<file path="src/rtl/mux2a1_cond_l2.sv">
// Layer-2 2:1 lane multiplexer: two skew-absorbing lane FIFOs drained by a
// strict-alternation selector that restores the original word order.
module mux2a1_cond_l2 #(
  parameter int unsigned DATA_WIDTH = 8,
  parameter int unsigned DEPTH      = 4
) (
  input  logic                  clk_4f,
  input  logic                  reset_L,
  input  logic                  valid_in0,
  input  logic [DATA_WIDTH-1:0] data_in0_muxL2,
  input  logic                  valid_in1,
  input  logic [DATA_WIDTH-1:0] data_in1_muxL2,
  output logic                  valid_out,
  output logic [DATA_WIDTH-1:0] data_out_muxL2,
  output logic                  fifo_full0,
  output logic                  fifo_full1,
  output logic                  overflow
);

  localparam int unsigned AW = $clog2(DEPTH);
  localparam int unsigned CW = AW + 1;

  typedef enum logic {
    SEL_LANE0 = 1'b0,
    SEL_LANE1 = 1'b1
  } sel_e;

  sel_e                  sel_q, sel_d;
  logic                  valid_q, valid_d;
  logic [DATA_WIDTH-1:0] data_q, data_d;
  logic                  ovf_q, ovf_d;

  logic [1:0]            lane_valid;
  logic [1:0]            lane_push;
  logic [1:0]            lane_pop;
  logic [1:0]            lane_full;
  logic [DATA_WIDTH-1:0] lane_data [2];
  logic [DATA_WIDTH-1:0] lane_head [2];

  assign lane_valid   = {valid_in1, valid_in0};
  assign lane_data[0] = data_in0_muxL2;
  assign lane_data[1] = data_in1_muxL2;

  for (genvar g = 0; g < 2; g++) begin : g_lane
    localparam sel_e OWNER = (g == 0) ? SEL_LANE0 : SEL_LANE1;

    logic [DATA_WIDTH-1:0] mem_q [DEPTH];
    logic [AW-1:0]         wr_ptr_q, wr_ptr_d;
    logic [AW-1:0]         rd_ptr_q, rd_ptr_d;
    logic [CW-1:0]         cnt_q, cnt_d;
    logic                  full, pop, push;

    assign full = (cnt_q == CW'(DEPTH));
    // Pop decision sees only the registered count, so a word written this
    // edge cannot be read out on the same edge.
    assign pop  = (sel_q == OWNER) && (cnt_q != '0);
    // A full lane still accepts when its head leaves on the same edge.
    assign push = lane_valid[g] && (!full || pop);

    assign lane_full[g] = full;
    assign lane_pop[g]  = pop;
    assign lane_push[g] = push;
    assign lane_head[g] = mem_q[rd_ptr_q];

    always_comb begin
      wr_ptr_d = wr_ptr_q;
      rd_ptr_d = rd_ptr_q;
      cnt_d    = cnt_q;
      if (push) wr_ptr_d = wr_ptr_q + AW'(1);
      if (pop)  rd_ptr_d = rd_ptr_q + AW'(1);
      case ({push, pop})
        2'b10:   cnt_d = cnt_q + CW'(1);
        2'b01:   cnt_d = cnt_q - CW'(1);
        default: cnt_d = cnt_q;
      endcase
    end

    always_ff @(posedge clk_4f or negedge reset_L) begin
      if (!reset_L) begin
        wr_ptr_q <= '0;
        rd_ptr_q <= '0;
        cnt_q    <= '0;
      end else begin
        wr_ptr_q <= wr_ptr_d;
        rd_ptr_q <= rd_ptr_d;
        cnt_q    <= cnt_d;
      end
    end

    always_ff @(posedge clk_4f) begin
      if (push) mem_q[wr_ptr_q] <= lane_data[g];
    end
  end

  always_comb begin
    sel_d   = sel_q;
    valid_d = 1'b0;
    data_d  = data_q;
    ovf_d   = ovf_q | (|(lane_valid & ~lane_push));
    if (lane_pop[0]) begin
      valid_d = 1'b1;
      data_d  = lane_head[0];
      sel_d   = SEL_LANE1;
    end else if (lane_pop[1]) begin
      valid_d = 1'b1;
      data_d  = lane_head[1];
      sel_d   = SEL_LANE0;
    end
  end

  always_ff @(posedge clk_4f or negedge reset_L) begin
    if (!reset_L) begin
      sel_q   <= SEL_LANE0;
      valid_q <= 1'b0;
      data_q  <= '0;
      ovf_q   <= 1'b0;
    end else begin
      sel_q   <= sel_d;
      valid_q <= valid_d;
      data_q  <= data_d;
      ovf_q   <= ovf_d;
    end
  end

  assign valid_out      = valid_q;
  assign data_out_muxL2 = data_q;
  assign fifo_full0     = lane_full[0];
  assign fifo_full1     = lane_full[1];
  assign overflow       = ovf_q;

endmodule
</file>
<file path="config.mk">
export PLATFORM = sky130hd
export DESIGN_NAME = mux2a1_cond_l2
export DESIGN_NICKNAME = d
export VERILOG_FILES = /design/src/rtl/mux2a1_cond_l2.sv
export SDC_FILE = /design/constraint.sdc
export NUM_CORES = 1
export LEC_CHECK = 0
export BUFFER_PORTS_ARGS = -buffer_cell sky130_fd_sc_hd__buf_2
export CORE_MARGIN = 3
export CORE_UTILIZATION = 63
export CTS_CLUSTER_DIAMETER = 100
export DETAILED_ROUTE_END_ITERATION = 10
export GPL_ROUTABILITY_DRIVEN = 1
export GPL_TIMING_DRIVEN = 1
export PLACE_DENSITY = 0.81
export SETUP_SLACK_MARGIN = 0.4
export SYNTH_ARGS = -nofsm -noshare
export SYNTH_HDL_FRONTEND = slang
export SYNTH_SLANG_ARGS = --single-unit
</file>
<file path="constraint.sdc">
create_clock -name clk_4f -period 5.05 [get_ports clk_4f]
set_input_delay 0.505 -clock clk_4f [delete_from_list [all_inputs] [get_ports clk_4f]]
set_output_delay 0.505 -clock clk_4f [all_outputs]
set_load 0.02 [all_outputs]
</file>
# Yosys cells after proc, flatten, opt, wreduce, memory -nomap -nowiden
# Memory sizes are Yosys's and may differ from the RTL's.
# Index checks and enable logic that the tools add are counted.
[word_totals]
output_inout_bits = 12
ramBits = 64
input_bits = 20
n_memories = 2
ff_bits = 25
[memory_table]
columns = ["name", "words", "word_bits", "rd", "rd_ports_with_merged_regs", "wr", "line", "rtl"]
rows = [
  ["g_lane[0].mem_q", 4, 8, 1, 0, 1, "47", "logic [DATA_WIDTH-1:0] mem_q [DEPTH];"],
  ["g_lane[1].mem_q", 4, 8, 1, 0, 1, "47", ""],
]
[op_classes]
mux = 12
n_bitwise = 4
add_sub_neg = 8
n_reduce_logical = 14
eq_ne = 6
[op_table]
columns = ["cell", "n"]
rows = [
  ["two-way mux 8 bit", 2],
  ["one-hot mux 3 bit (2 select lines)", 2],
  ["adder 2 x 1 -> 2 bit, second input constant", 4],
  ["two-way mux 1 bit", 8],
  ["adder 3 x 1 -> 3 bit, second input constant", 2],
  ["equality test 3 bit, second input constant", 2],
  ["nonzero test 2 bit", 3],
  ["nonzero test 3 bit", 2],
  ["subtractor 3 x 1 -> 3 bit, second input constant", 2],
  ["equality test 2 x 1 -> 1 bit, second input constant", 2],
  ["equality test 2 bit, second input constant", 2],
  ["logical AND 1 bit", 4],
  ["AND 2 bit", 1],
  ["zero test 1 bit", 2],
  ["logical OR 1 bit", 2],
  ["inverter 2 bit", 1],
  ["OR reduction 2 bit", 1],
  ["inverter 1 bit", 1],
  ["bitwise OR 1 bit", 1],
]

# Depth between registers and ports, before layout
[depth]
word_depth = 8
depth_mapped = 10
mapped_depth_nobuf = 9

# Least setup slack after synthesis
# No wires, ideal clock.
[synth_path]
kind = "reg2reg"
startpoint = "register g_lane[1].cnt_q[0]"
endpoint = "register g_lane[1].cnt_q[2]"
setup_ps = 79
period_less_slack_ps = 2472
path_stages_with_launch = 10
t_arrival_ps = 2393
path_slack_ps = 2578
n_path_buf = 0
cell_sequence = "dfrtp_1 -> nor3b_1 -> a21boi_1 -> inv_1 -> ha_1 -> inv_1 -> fa_1 -> xor2_1 -> nor2_1 -> xor2_1"
[synth_between]
elab_chain_cells = 6
[synth_lines]
columns = ["item", "line", "rtl"]
rows = [
  ["from (decl)", "50", "logic [CW-1:0] cnt_q, cnt_d;"],
  ["from (signal assigned)", "86", "cnt_q <= cnt_d;"],
  ["equality test 3 bit (*)", "53", "assign full = (cnt_q == CW'(DEPTH));"],
  ["via fifo_full1", "16", "output logic fifo_full1,"],
  ["zero test 1 bit (*)", "58", "assign push = lane_valid[g] && (!full || pop);"],
  ["logical OR 1 bit (*)", "58", ""],
  ["logical AND 1 bit (*)", "58", ""],
  ["equality test 2 x 1 -> 1 bit or equality test 2 bit (tied branches)", "71", "case ({push, pop})"],
  ["one-hot mux 3 bit (2 select lines) or nonzero test 2 bit (tied branches)", "--", ""],
]
# Mark *: on every way through the listed nets, which the timed path passes. The rest lies on a longest branch.
# A chain may end at the register's enable or synchronous reset.

# Worst setup path after layout
[layout_path]
startpoint = "register g_lane[1].cnt_q[0]"
endpoint = "register g_lane[1].cnt_q[2]"
[layout_between]
elab_chain_cells = 6
[layout_lines]
columns = ["item", "line"]
rows = [
  ["equality test 3 bit or nonzero test 3 bit (tied branches)", "53, 56"],
  ["zero test 1 bit or logical AND 1 bit (tied branches)", "58, 56"],
  ["logical OR 1 bit", "58"],
  ["logical AND 1 bit", "58"],
  ["equality test 2 x 1 -> 1 bit or equality test 2 bit (tied branches)", "71"],
  ["one-hot mux 3 bit (2 select lines) or nonzero test 2 bit (tied branches)", "--"],
]
# Several ways; a longest one is shown, not always the timed one.

==> summary.md <==
| Metric | Value |
|---|---|
| Die width | `82.4 um` |
| Total track usage | `0.199` |
| DP HPWL | `4160 um` |
| Share of cells above drive strength 1 | `0.264` |
| Remaining DRCs | `0` |
| Syn avg cell area | `17.8 um2` |
| CTS resizes | `0` |
| Filler cells | `361` |
| Synth Warn # | `0` |
| Multi-input gate area | `1030 um2` |
| Skew final | `8.18 ps` |
| Initial Util | `0.659` |
| Cell Area, Synth | `3670 um2` |
| First-pass GRT wire length | `9510 um` |
| Antenna Cells | `0` |
| Max Clock Freq | `445 MHz` |
| Synthesized instance count | `206` |
| Number of flops mapped to enable cells by yosys | `64` |
| RSZ-0062 raised after global routing | `no` |
| Max-slew headroom | `0.596` |
| Worst path arrival time | `2510 ps` |
| Post-CTS setup buffer count | `0` |
| Initial detailed-routing violation count | `121` |
| GPL Wtd Cong | `0.702` |
| Top delay family on crit path | `adder cells` |
| Initial antenna violation count | `0` |
| TritonCTS clock tree | `done` |
| Delay of the slowest critical-path stage | `440 ps` |
| FF-to-FF setup slack | `2800 ps` |
| Power per cell area | `610 nW/um2` |
| Grt ovf | `0` |
| Worst Hold Class | `primary input to async pin` |
| Site row count | `27` |
| Clock latency on the worst-skew pair | `340 ps` |
| Largest net degree at the start of global routing | `26` |
| Clk Tree Root Cell | `clkbuf_8` |
| Vias in the first global route | `1940` |
| First-pass DRT Iterations | `4` |
| H-tree levels | `3` |
| Worst-Margin Slew | `605 ps` |
| Bufs and invs on worst path | `2` |
| Status | `finished, final reports clean` |
| Fin nets | `272` |
| Top-level I/O count | `32` |
| Clk slew on worst S/H paths | `80 ps` |
| Number of max-cap violations | `0` |
| Total Wirelength | `5980 um` |
| CP Depth | `9` |
| Register area | `2550 um2` |
| WL/cell | `18.8 um` |
| Vias | `1855` |
| Max-slew violation count | `0` |
| Synthesized Nets | `237` |
| Final Hold Viols | `0` |
| Num CTS Buffers | `9` |
| Setup TNS | `0 ps` |
| Crit Path Max Fanout | `7` |
| Peak VDD IR | `0.000395 V` |
| Startpoint Class | `flip-flop` |
| Full die area | `6790 um2` |
| Area Growth Syn to Fin | `10.5%` |
| Hold Buf Count CTS | `0` |
| IO Port Bufs | `31` |
| Crit-path cells | `nor3b_1 -> a21boi_1 -> inv_1 -> ha_1 -> inv_1 -> fa_1 -> xor2_1 -> nor2_1 -> xor2_1` |
| Fraction of registers with async set/reset | `0.281` |
| Slowest cell on crit path | `dfrtp_1` |
| Die Y | `82.4 um` |
| Num Clock Sinks | `89` |
| Antenna violation net count after detailed routing | `0` |
| Crit share post-route | `0.445` |
| # setup viols final | `0` |
| Sequential element share of the synthesized area | `0.693` |
| Worst Reg-to-Reg Cells | `9` |
| Setup CP Type | `flip-flop to flip-flop` |
| Core Box Area | `5570 um2` |
| Yosys cell types | `40` |
| LEAKAGE | `0.00152 uW` |
| CP Data Required Time | `5310 ps` |
| Fin Hold WS | `145 ps` |
| Clock buffer depth | `2` |
| Post-DR vias/cell | `5.83` |
| Primary FF master, synth | `edfxtp_1` |
| Clock period minus final worst setup slack | `2250 ps` |
| Synth Register Bits | `89` |
| Crit path capture type | `flip-flop` |
logic make-up after synthesis:
kind of cell / after synthesis / synth area share
flops: 89 / 0.693
simple gates: 33 / 0.0558
buf+inv: 22 / 0.0262
compound gates: 21 / 0.0501
mux: 19 / 0.107
xor+xnor: 11 / 0.0262
fa+ha+maj: 11 / 0.0415
through the flow:
stage	setup WS (ps)	utilization	std cells	instance area [um2]	power [uW]
2_1_floorplan	2580	-	206	3670	1820
3_3_place_gp	2890	0.696	302	3880	2010
3_5_place_dp	2810	0.696	302	3880	2050
4_1_cts	2800	0.729	318	4060	2500
5_1_grt	2560	0.729	318	4060	2640
6_report	2800	0.729	318	4060	2480
routing by layer:
layer,vias to the layer above,global-route usage,wire [um]
met5,-,0,0
met4,0,0.0598,30
met3,5,0.0423,231
met2,37,0.344,3100
met1,959,0.255,2610
li1,854,-,-
registers in the layout (all words and copies together), names as in the netlist:
name             flops
data_out_muxL2       8
g_lane.cnt_q         6
g_lane.mem_q        64
g_lane.rd_ptr_q      4
g_lane.wr_ptr_q      4
overflow             1
sel_q                1
valid_out            1
cells in the final DEF, fill, tap and decap left out, types with 2 or more instances in the layout:
| master | n |
|---|---|
| a21boi_1 | 2 |
| a221o_1 | 8 |
| and2_0 | 8 |
| and2_1 | 8 |
| buf_2 | 31 |
| clkbuf_1 | 4 |
| clkbuf_8 | 9 |
| dfrtp_1 | 25 |
| edfxtp_1 | 64 |
| fa_1 | 2 |
| ha_1 | 9 |
| inv_1 | 15 |
| mux2_2 | 2 |
| mux4_2 | 16 |
| nand3b_1 | 3 |
| nor2_1 | 2 |
| nor3b_1 | 2 |
| o2111ai_1 | 2 |
| o21ai_0 | 2 |
| or3_1 | 2 |
| xnor2_1 | 7 |
| xor2_1 | 4 |
path summary, 6_finish.rpt:
check	endpoint	start
setup / recovery	g_lane[1].cnt_q[2]$_DFFE_PN0P_	g_lane[1].cnt_q[0]$_DFFE_PN0P_
max in group asynchronous	g_lane[1].rd_ptr_q[1]$_DFFE_PN0P_	reset_L
min in group clk_4f	g_lane[1].mem_q[1][0]$_DFFE_PP_	data_in1_muxL2[0]
hold / removal	valid_out$_DFF_PN0_	reset_L
hold reg to reg	overflow$_DFF_PN0_	overflow$_DFF_PN0_
setup reg to reg	g_lane[1].cnt_q[2]$_DFFE_PN0P_	g_lane[1].cnt_q[0]$_DFFE_PN0P_
synth_stat cells (2+ instances only):
cell type | number | share of area
a21boi_1 | 2 | 0.0041
a221o_1 | 8 | 0.022
and2_0 | 8 | 0.014
and2_1 | 8 | 0.014
buf_2 | 2 | 0.0027
clkbuf_1 | 2 | 0.0020
dfrtp_1 | 25 | 0.17
edfxtp_1 | 64 | 0.52
fa_1 | 2 | 0.011
ha_1 | 9 | 0.031
inv_1 | 15 | 0.015
mux2_2 | 2 | 0.0061
mux4_2 | 16 | 0.098
nand3b_1 | 3 | 0.0061
nor2_1 | 2 | 0.0020
nor3b_1 | 2 | 0.0041
o2111ai_1 | 2 | 0.0048
o21ai_0 | 2 | 0.0027
or3_1 | 2 | 0.0034
xnor2_1 | 7 | 0.017
xor2_1 | 4 | 0.0095
where the power goes:
group	internal, uW	switching (uW)	total, uW
logic	404	425	830
clock network	229	221	450
registers	1010	188	1200
total	1640	834	2480
final cells by class:
| type | count | area share |
|---|---|---|
| sequential | 89 | 0.627 |
| inverter | 15 | 0.0139 |
| clock buffer | 13 | 0.0342 |
| timing repair buffer | 31 | 0.0382 |
| tap | 72 | 0.0222 |
| clock inverter | 3 | 0.0105 |
| multi-input combinational | 95 | 0.254 |
No activity file was read; power rests on OpenSTA's default activity.
